==> config.mk <==
export PLATFORM = sky130hd
export DESIGN_NAME = rf_wr_arbiter_flat
export DESIGN_NICKNAME = d
export VERILOG_FILES = /design/src/rtl/rf_wr_arbiter_if.sv /design/src/rtl/rf_wr_arbiter.sv /design/src/flat_wrapper.sv
export SDC_FILE = /design/constraint.sdc
export NUM_CORES = 1
export LEC_CHECK = 0
export ABC_AREA = 1
export CORE_MARGIN = 2
export CORE_UTILIZATION = 47
export DETAILED_ROUTE_END_ITERATION = 10
export PLACE_DENSITY = 0.74
export SLEW_MARGIN = 20
export SYNTH_ARGS = -nofsm -noshare
export SYNTH_HDL_FRONTEND = slang
export SYNTH_SLANG_ARGS = --single-unit
==> constraint.sdc <==
create_clock -name clk -period 2.8 [get_ports clk]
set_clock_uncertainty 0.05 [all_clocks]
set_input_delay 0.42 -clock clk [delete_from_list [all_inputs] [get_ports clk]]
set_output_delay 0.42 -clock clk [all_outputs]
set_load 0.05 [all_outputs]
==> src/rtl/rf_wr_arbiter_if.sv <==
// Register-file write-port bundle: core writeback, two peripheral writers
// (UART rx = p0, timer status = p1) and the shared register-file port.
//   master : drives core_* and pX_req/wa/wd, observes pX_ack and rf_*
//   slave  : the arbiter side
interface rf_wr_arbiter_if #(
  parameter int unsigned AW = 5,
  parameter int unsigned DW = 32
);
  logic          core_we;
  logic [AW-1:0] core_wa;
  logic [DW-1:0] core_wd;

  logic          p0_req;
  logic [AW-1:0] p0_wa;
  logic [DW-1:0] p0_wd;
  logic          p0_ack;

  logic          p1_req;
  logic [AW-1:0] p1_wa;
  logic [DW-1:0] p1_wd;
  logic          p1_ack;

  logic          rf_we;
  logic [AW-1:0] rf_wa;
  logic [DW-1:0] rf_wd;

  modport master (
    output core_we, core_wa, core_wd,
    output p0_req, p0_wa, p0_wd,
    output p1_req, p1_wa, p1_wd,
    input  p0_ack, p1_ack,
    input  rf_we, rf_wa, rf_wd
  );

  modport slave (
    input  core_we, core_wa, core_wd,
    input  p0_req, p0_wa, p0_wd,
    input  p1_req, p1_wa, p1_wd,
    output p0_ack, p1_ack,
    output rf_we, rf_wa, rf_wd
  );
endinterface

==> src/rtl/rf_wr_arbiter.sv <==
// Shares the register-file write port between core writeback (pass-through,
// never delayed) and two peripheral writers queued round-robin into a FIFO
// that drains into idle write cycles. Queued entries whose address the core
// writes are marked dead and skipped.
// Ports:
//   clk, rst_n  : clock, async active-low reset
//   bus         : rf_wr_arbiter_if.slave (core_*, p0_*, p1_*, rf_*)
//   fifo_count  : entries held (live or dead)
//   fifo_full   : fifo_count == DEPTH
//   kill_cnt    : saturating count of entries cancelled by core writes
module rf_wr_arbiter #(
  parameter int unsigned DEPTH = 4,
  parameter int unsigned AW    = 5,
  parameter int unsigned DW    = 32
) (
  input  logic                     clk,
  input  logic                     rst_n,
  rf_wr_arbiter_if.slave           bus,
  output logic [$clog2(DEPTH):0]   fifo_count,
  output logic                     fifo_full,
  output logic [7:0]               kill_cnt
);

  localparam int unsigned PW = $clog2(DEPTH);
  localparam int unsigned CW = PW + 1;

  logic [DEPTH-1:0] live_q;
  logic [AW-1:0]    wa_q [DEPTH];
  logic [DW-1:0]    wd_q [DEPTH];
  logic [PW-1:0]    rd_ptr;
  logic [PW-1:0]    wr_ptr;
  logic             rr;

  logic             can_acc;
  logic             gnt0;
  logic             gnt1;
  logic [AW-1:0]    sel_wa;
  logic [DW-1:0]    sel_wd;
  logic             push;
  logic             head_occ;
  logic             pop;
  logic [DEPTH-1:0] kill_vec;
  logic [CW-1:0]    kill_n;
  logic [8:0]       kill_sum;
  logic [7:0]       kill_next;
  logic [DEPTH-1:0] live_next;
  logic [CW-1:0]    count_next;
  logic             rr_next;

  // Accept: one grant per cycle, only with a free slot counted before any pop.
  always_comb begin
    can_acc = rst_n && (fifo_count < CW'(DEPTH));
    gnt0    = can_acc && bus.p0_req && (!bus.p1_req || !rr);
    gnt1    = can_acc && bus.p1_req && (!bus.p0_req || rr);
    sel_wa  = gnt1 ? bus.p1_wa : bus.p0_wa;
    sel_wd  = gnt1 ? bus.p1_wd : bus.p0_wd;
    // Writes to r0 are acked and dropped.
    push    = (gnt0 || gnt1) && (sel_wa != '0);
    rr_next = gnt0 ? 1'b1 : (gnt1 ? 1'b0 : rr);
  end

  assign bus.p0_ack = gnt0;
  assign bus.p1_ack = gnt1;

  // Write-port mux: core first, then a live head; dead heads pop silently.
  always_comb begin
    head_occ   = (fifo_count != '0);
    pop        = head_occ && (!live_q[rd_ptr] || !bus.core_we);
    bus.rf_we  = 1'b0;
    bus.rf_wa  = '0;
    bus.rf_wd  = '0;
    if (bus.core_we) begin
      bus.rf_we = 1'b1;
      bus.rf_wa = bus.core_wa;
      bus.rf_wd = bus.core_wd;
    end else if (head_occ && live_q[rd_ptr]) begin
      bus.rf_we = 1'b1;
      bus.rf_wa = wa_q[rd_ptr];
      bus.rf_wd = wd_q[rd_ptr];
    end
  end

  // Kill matching live entries; a same-cycle push lands live afterwards.
  always_comb begin
    kill_n = '0;
    for (int i = 0; i < int'(DEPTH); i++) begin
      kill_vec[i] = bus.core_we && live_q[i] && (wa_q[i] == bus.core_wa);
      kill_n      = kill_n + CW'(kill_vec[i]);
    end
    kill_sum  = 9'(kill_cnt) + 9'(kill_n);
    kill_next = kill_sum[8] ? 8'hFF : kill_sum[7:0];

    live_next = live_q & ~kill_vec;
    if (pop)  live_next[rd_ptr] = 1'b0;
    if (push) live_next[wr_ptr] = 1'b1;

    count_next = CW'(fifo_count + CW'(push) - CW'(pop));
  end

  // Control state.
  always_ff @(posedge clk or negedge rst_n) begin
    if (!rst_n) begin
      live_q     <= '0;
      rd_ptr     <= '0;
      wr_ptr     <= '0;
      rr         <= 1'b0;
      fifo_count <= '0;
      fifo_full  <= 1'b0;
      kill_cnt   <= '0;
    end else begin
      live_q     <= live_next;
      rd_ptr     <= PW'(rd_ptr + PW'(pop));
      wr_ptr     <= PW'(wr_ptr + PW'(push));
      rr         <= rr_next;
      fifo_count <= count_next;
      fifo_full  <= (count_next == CW'(DEPTH));
      kill_cnt   <= kill_next;
    end
  end

  // Payload storage; validity is carried by live_q, so no reset needed.
  always_ff @(posedge clk) begin
    if (push) begin
      wa_q[wr_ptr] <= sel_wa;
      wd_q[wr_ptr] <= sel_wd;
    end
  end

endmodule

==> src/flat_wrapper.sv <==
// flat-port wrapper written by rule: the top's interface ports become plain ports
module rf_wr_arbiter_flat 
#(
  parameter int unsigned DEPTH = 4,
  parameter int unsigned AW    = 5,
  parameter int unsigned DW    = 32
)
  (clk, rst_n, fifo_count, fifo_full, kill_cnt, bus_core_we, bus_core_wa, bus_core_wd, bus_p0_req, bus_p0_wa, bus_p0_wd, bus_p1_req, bus_p1_wa, bus_p1_wd, bus_p0_ack, bus_p1_ack, bus_rf_we, bus_rf_wa, bus_rf_wd);
  rf_wr_arbiter_if #(.AW(AW), .DW(DW)) bus_i ();
  input  logic clk;
  input  logic rst_n;
  output logic [$clog2(DEPTH):0] fifo_count;
  output logic fifo_full;
  output logic [7:0] kill_cnt;
  input wire logic [$bits(bus_i.core_we)-1:0] bus_core_we;
  input wire logic [$bits(bus_i.core_wa)-1:0] bus_core_wa;
  input wire logic [$bits(bus_i.core_wd)-1:0] bus_core_wd;
  input wire logic [$bits(bus_i.p0_req)-1:0] bus_p0_req;
  input wire logic [$bits(bus_i.p0_wa)-1:0] bus_p0_wa;
  input wire logic [$bits(bus_i.p0_wd)-1:0] bus_p0_wd;
  input wire logic [$bits(bus_i.p1_req)-1:0] bus_p1_req;
  input wire logic [$bits(bus_i.p1_wa)-1:0] bus_p1_wa;
  input wire logic [$bits(bus_i.p1_wd)-1:0] bus_p1_wd;
  output wire logic [$bits(bus_i.p0_ack)-1:0] bus_p0_ack;
  output wire logic [$bits(bus_i.p1_ack)-1:0] bus_p1_ack;
  output wire logic [$bits(bus_i.rf_we)-1:0] bus_rf_we;
  output wire logic [$bits(bus_i.rf_wa)-1:0] bus_rf_wa;
  output wire logic [$bits(bus_i.rf_wd)-1:0] bus_rf_wd;
  assign bus_i.core_we = bus_core_we;
  assign bus_i.core_wa = bus_core_wa;
  assign bus_i.core_wd = bus_core_wd;
  assign bus_i.p0_req = bus_p0_req;
  assign bus_i.p0_wa = bus_p0_wa;
  assign bus_i.p0_wd = bus_p0_wd;
  assign bus_i.p1_req = bus_p1_req;
  assign bus_i.p1_wa = bus_p1_wa;
  assign bus_i.p1_wd = bus_p1_wd;
  assign bus_p0_ack = bus_i.p0_ack;
  assign bus_p1_ack = bus_i.p1_ack;
  assign bus_rf_we = bus_i.rf_we;
  assign bus_rf_wa = bus_i.rf_wa;
  assign bus_rf_wd = bus_i.rf_wd;
  rf_wr_arbiter #(.DEPTH(DEPTH), .AW(AW), .DW(DW)) u_core (.clk(clk), .rst_n(rst_n), .bus(bus_i), .fifo_count(fifo_count), .fifo_full(fifo_full), .kill_cnt(kill_cnt));
endmodule
==> summary.md <==
The filler cells instantiated in the layout total 1195. TritonCTS built the clock tree. The checks that failed: setup timing. The number of antenna violations at the first check in global routing is 1.

In the layout the commonest cells are nand2_1, edfxtp_1, clkdlybuf4s50_1. The share of post-route cells with drive strength above 1 is 0.225, and the minimum period implied by the final worst setup slack is 3.13 ns. A synthesized cell averages 9.55 µm².

The arrival time at the worst endpoint was 3.43 ns. The most common library cell in the layout ignoring fill and taps is nand2_1. In this run the count of I/O pins placed on the die edge is 168. With fillers left out, the area of the finished cells amounts to 12100 µm². After legalization and detailed placement, the total HPWL measured 15800 µm.

For the sequential area share after synthesis, the log shows 0.609. The number of pins with negative max-slew slack in the final report was 0. The tools report the insertion delay of the later-clocked pin in the worst-skew pair as 0.42 ns. The run finished, with violations left. The share of flip-flops with an asynchronous set or reset after synthesis was 0.124. The worst register-to-register path begins at u_core.wa_q[0][4]. The global-route total usage across every layer is 0.255.

The highest ir drop seen on vdd is 0.767 mV, and the wire length per cell is 16.9 µm. The min-delay analysis places its worst path in the category input port to asynchronous set/reset pin. The critical-path maximum fanout was 7; the count of final hold-check violations was 0. The clock drives 169 sinks. Across the run, the number of max-cap violations was 0.

STA puts the critical path data required time at 3.10 ns. During synthesis, Yosys emitted a total of 0 warnings. The number of different library cells used by synthesis comes to 42. The first routing iteration left 514 violations.

The total power density per cell area was 841 nW/µm². Sort of element at the end of the critical path: a flip-flop. The total die area is 18400 µm².

Buffers inserted to repair hold after CTS numbered 0. The share of the cycle needed by the critical path after routing came out at 1.12. For this run, the slowest stage of the critical path takes 0.45 ns. Before antenna repair, the detailed router went through 6 iterations. Setup violations remaining at the end of the flow were counted as 9.

Once placement finished, the instance area stood at 11100 µm². Starting density of the core: 0.477. The critical path is of the flip-flop to flip-flop type. For the pin with the worst max-slew slack, the measured transition is 0.526 ns. The tools report the via count of the first global-routing pass as 7039. The number of I/O port buffers came out at 167. The clock-pin slew reported for the worst setup and hold paths after clock tree synthesis was 0.06 ns; the final weighted congestion in routability-driven placement was 0.934. The flop and latch count out of synthesis is 169.

Tracing the worst setup path back leads to its startpoint at u_core.wa_q[0][4]. The worst setup path is launched from a flip-flop. For this run the aggregate overflow at the end of global routing stands at 0. The first global-routing pass estimated 35500 µm of wire.

The final layout contains 1246 nets. The highest clock frequency the design can meet came out at 320 MHz. Commonest register cell after synthesis: edfxtp_1.

The tools report the worst setup margin as -0.328 ns. The detailed router placed 7001 vias in this run. Entering global routing, the biggest net connects 36 pins. The logs give 982 for the number of nets produced by synthesis and 5.10 nW for the leakage power of the design. CTS placed an instance of clkbuf_16 at the clock tree root. The number of flops mapped to enable cells by yosys is 148, and the H-tree level count is 4.

The critical path goes through nand2_2 > nand3_2 > nor4_2 > ha_1 > inv_1 > fa_2 > inv_2 > ha_4 > inv_4 > fa_2 > nor2_4 > nor2_4 > nor3b_2 > nand2_2 > o21ai_1. The number of buffers on the longest clock path was 2; the number of cell rows was 48. The number of clock buffers added by TritonCTS is 17. The tools report the core utilization of the finished layout as 0.707.

The area growth from synthesis to layout is 48.3%. Setup repair after global routing could not meet its margin everywhere. The die is 136 µm wide. The cell type of the slowest stage on the worst timing path is edfxtp_1.

The tools report the synthesized instance count as 854. The area of the core was 17100 µm². The total routed wirelength came out at 22900 µm.

The worst slack on hold paths came out at 0.319 ns. The logs give 8160 µm² for the mapped cell area and 0.648 for the worst slew margin relative to its limit. The detail route stage leaves a number of antenna-violating nets equal to 0. Chip height: 136 µm.

In the routed design, unresolved DRC markers number 0. In the routed layout, each cell is associated on average with a via count of 5.16.
==> path summary, 6_finish.rpt <==
check / end / slack [ns] / cells past startpoint
setup / recovery: u_core.kill_cnt[2] / -0.33 / 15
hold / removal: u_core.kill_cnt[3] / 0.32 / 2
setup reg to reg: u_core.kill_cnt[2] / -0.33 / 15
hold reg to reg: u_core.wr_ptr[1] / 0.49 / 1
max in group asynchronous: u_core.rd_ptr[0] / 2.13 / 2
min in group clk: u_core.wr_ptr[1] / 0.49 / 1
==> what timing repair did <==
| action | CTS | global route |
|---|---|---|
| pin swaps | 16 | 13 |
| setup buffers | 34 | 1 |
| resized for setup | 28 | 44 |
| endpoints found under the setup margin | 24 | 30 |
==> per-layer routing <==
layer  up-vias  wire (µm)  track usage
met3        48       1300       0.0501
met5         -          0            0
li1       3356          -            -
met1      3305       9420        0.313
met4         0        692        0.105
met2       292      11500        0.444
==> registers in the layout (all words and copies together), names as in the netlist <==
name,cells
u_core.fifo_full,1
u_core.live_q,4
u_core.wr_ptr,2
u_core.wd_q,128
u_core.rr,1
u_core.wa_q,20
u_core.kill_cnt,8
u_core.rd_ptr,2
u_core.fifo_count,3
==> cells by family (layout without fill, tap and decap cells) <==
kind of cell    after synthesis  after routing  share of synthesized area
compound gates              124            124                     0.0906
xor+xnor                      7              7                    0.00751
fa+ha+maj                    12             12                     0.0212
buf+inv                     104            381                     0.0560
flops                       169            169                      0.609
other cells                   0              1                          0
simple gates                438            438                      0.216
==> final cells by class <==
cell class | instances | area, µm² | share of cell area
Timing Repair Buffer | 280 | 3090 | 0.255
Clock buffer | 18 | 429 | 0.0355
Tap cell | 225 | 282 | 0.0233
Antenna cell | 1 | 2.50 | 0.000207
Sequential cell | 169 | 4970 | 0.411
Multi-Input combinational cell | 581 | 2870 | 0.238
Clock inverter | 14 | 170 | 0.0141
Inverter | 69 | 285 | 0.0236
==> critical path, delay by kind of cell, from the launching register on <==
family                     cells  cell delay (ns)
adders and majority gates      4             1.22
DFF                            1             0.45
and+or+nand+nor                7             1.04
AOI/OAI and AO/OA              1             0.11
buffers and inverters          3             0.18
==> metrics by stage <==
stage / setup TNS [ns] / cells / power, mW / setup WS (ns)
after floorplan: -0.943 / 854 / 5.86 / -0.148
after global placement: -6.76 / 1290 / 7.59 / -0.851
after detailed placement: -7.49 / 1290 / 7.72 / -0.946
after CTS: -1.66 / 1356 / 10.1 / -0.202
after global routing: -3.58 / 1357 / 10.7 / -0.444
final: -2.47 / 1357 / 10.2 / -0.328
==> where the power goes <==
part | internal, mW | switching, mW | leakage (nW)
Sequential | 3.21 | 0.220 | 1.60
Combinational | 1.67 | 2.69 | 3.22
Clock | 1.41 | 0.974 | 0.282
Total | 6.29 | 3.88 | 5.10
==> cell usage after synthesis (3+ instances only) <==
| cell | n | share of area |
|---|---|---|
| a21oi_1 | 22 | 0.013 |
| buf_2 | 14 | 0.0086 |
| buf_6 | 6 | 0.0083 |
| clkbuf_1 | 14 | 0.0064 |
| dfrtp_1 | 21 | 0.064 |
| edfxtp_1 | 148 | 0.54 |
| fa_1 | 3 | 0.0074 |
| ha_1 | 9 | 0.014 |
| inv_1 | 64 | 0.029 |
| nand2_1 | 382 | 0.18 |
| nand3_1 | 12 | 0.0074 |
| nand4_1 | 6 | 0.0046 |
| nor2_1 | 20 | 0.0092 |
| nor3_1 | 3 | 0.0018 |
| o21ai_0 | 68 | 0.042 |
| o21ai_2 | 15 | 0.016 |
| o22ai_1 | 8 | 0.0061 |
| o22ai_2 | 4 | 0.0061 |
| xor2_1 | 5 | 0.0054 |
(Power assumes the default switching activity.)
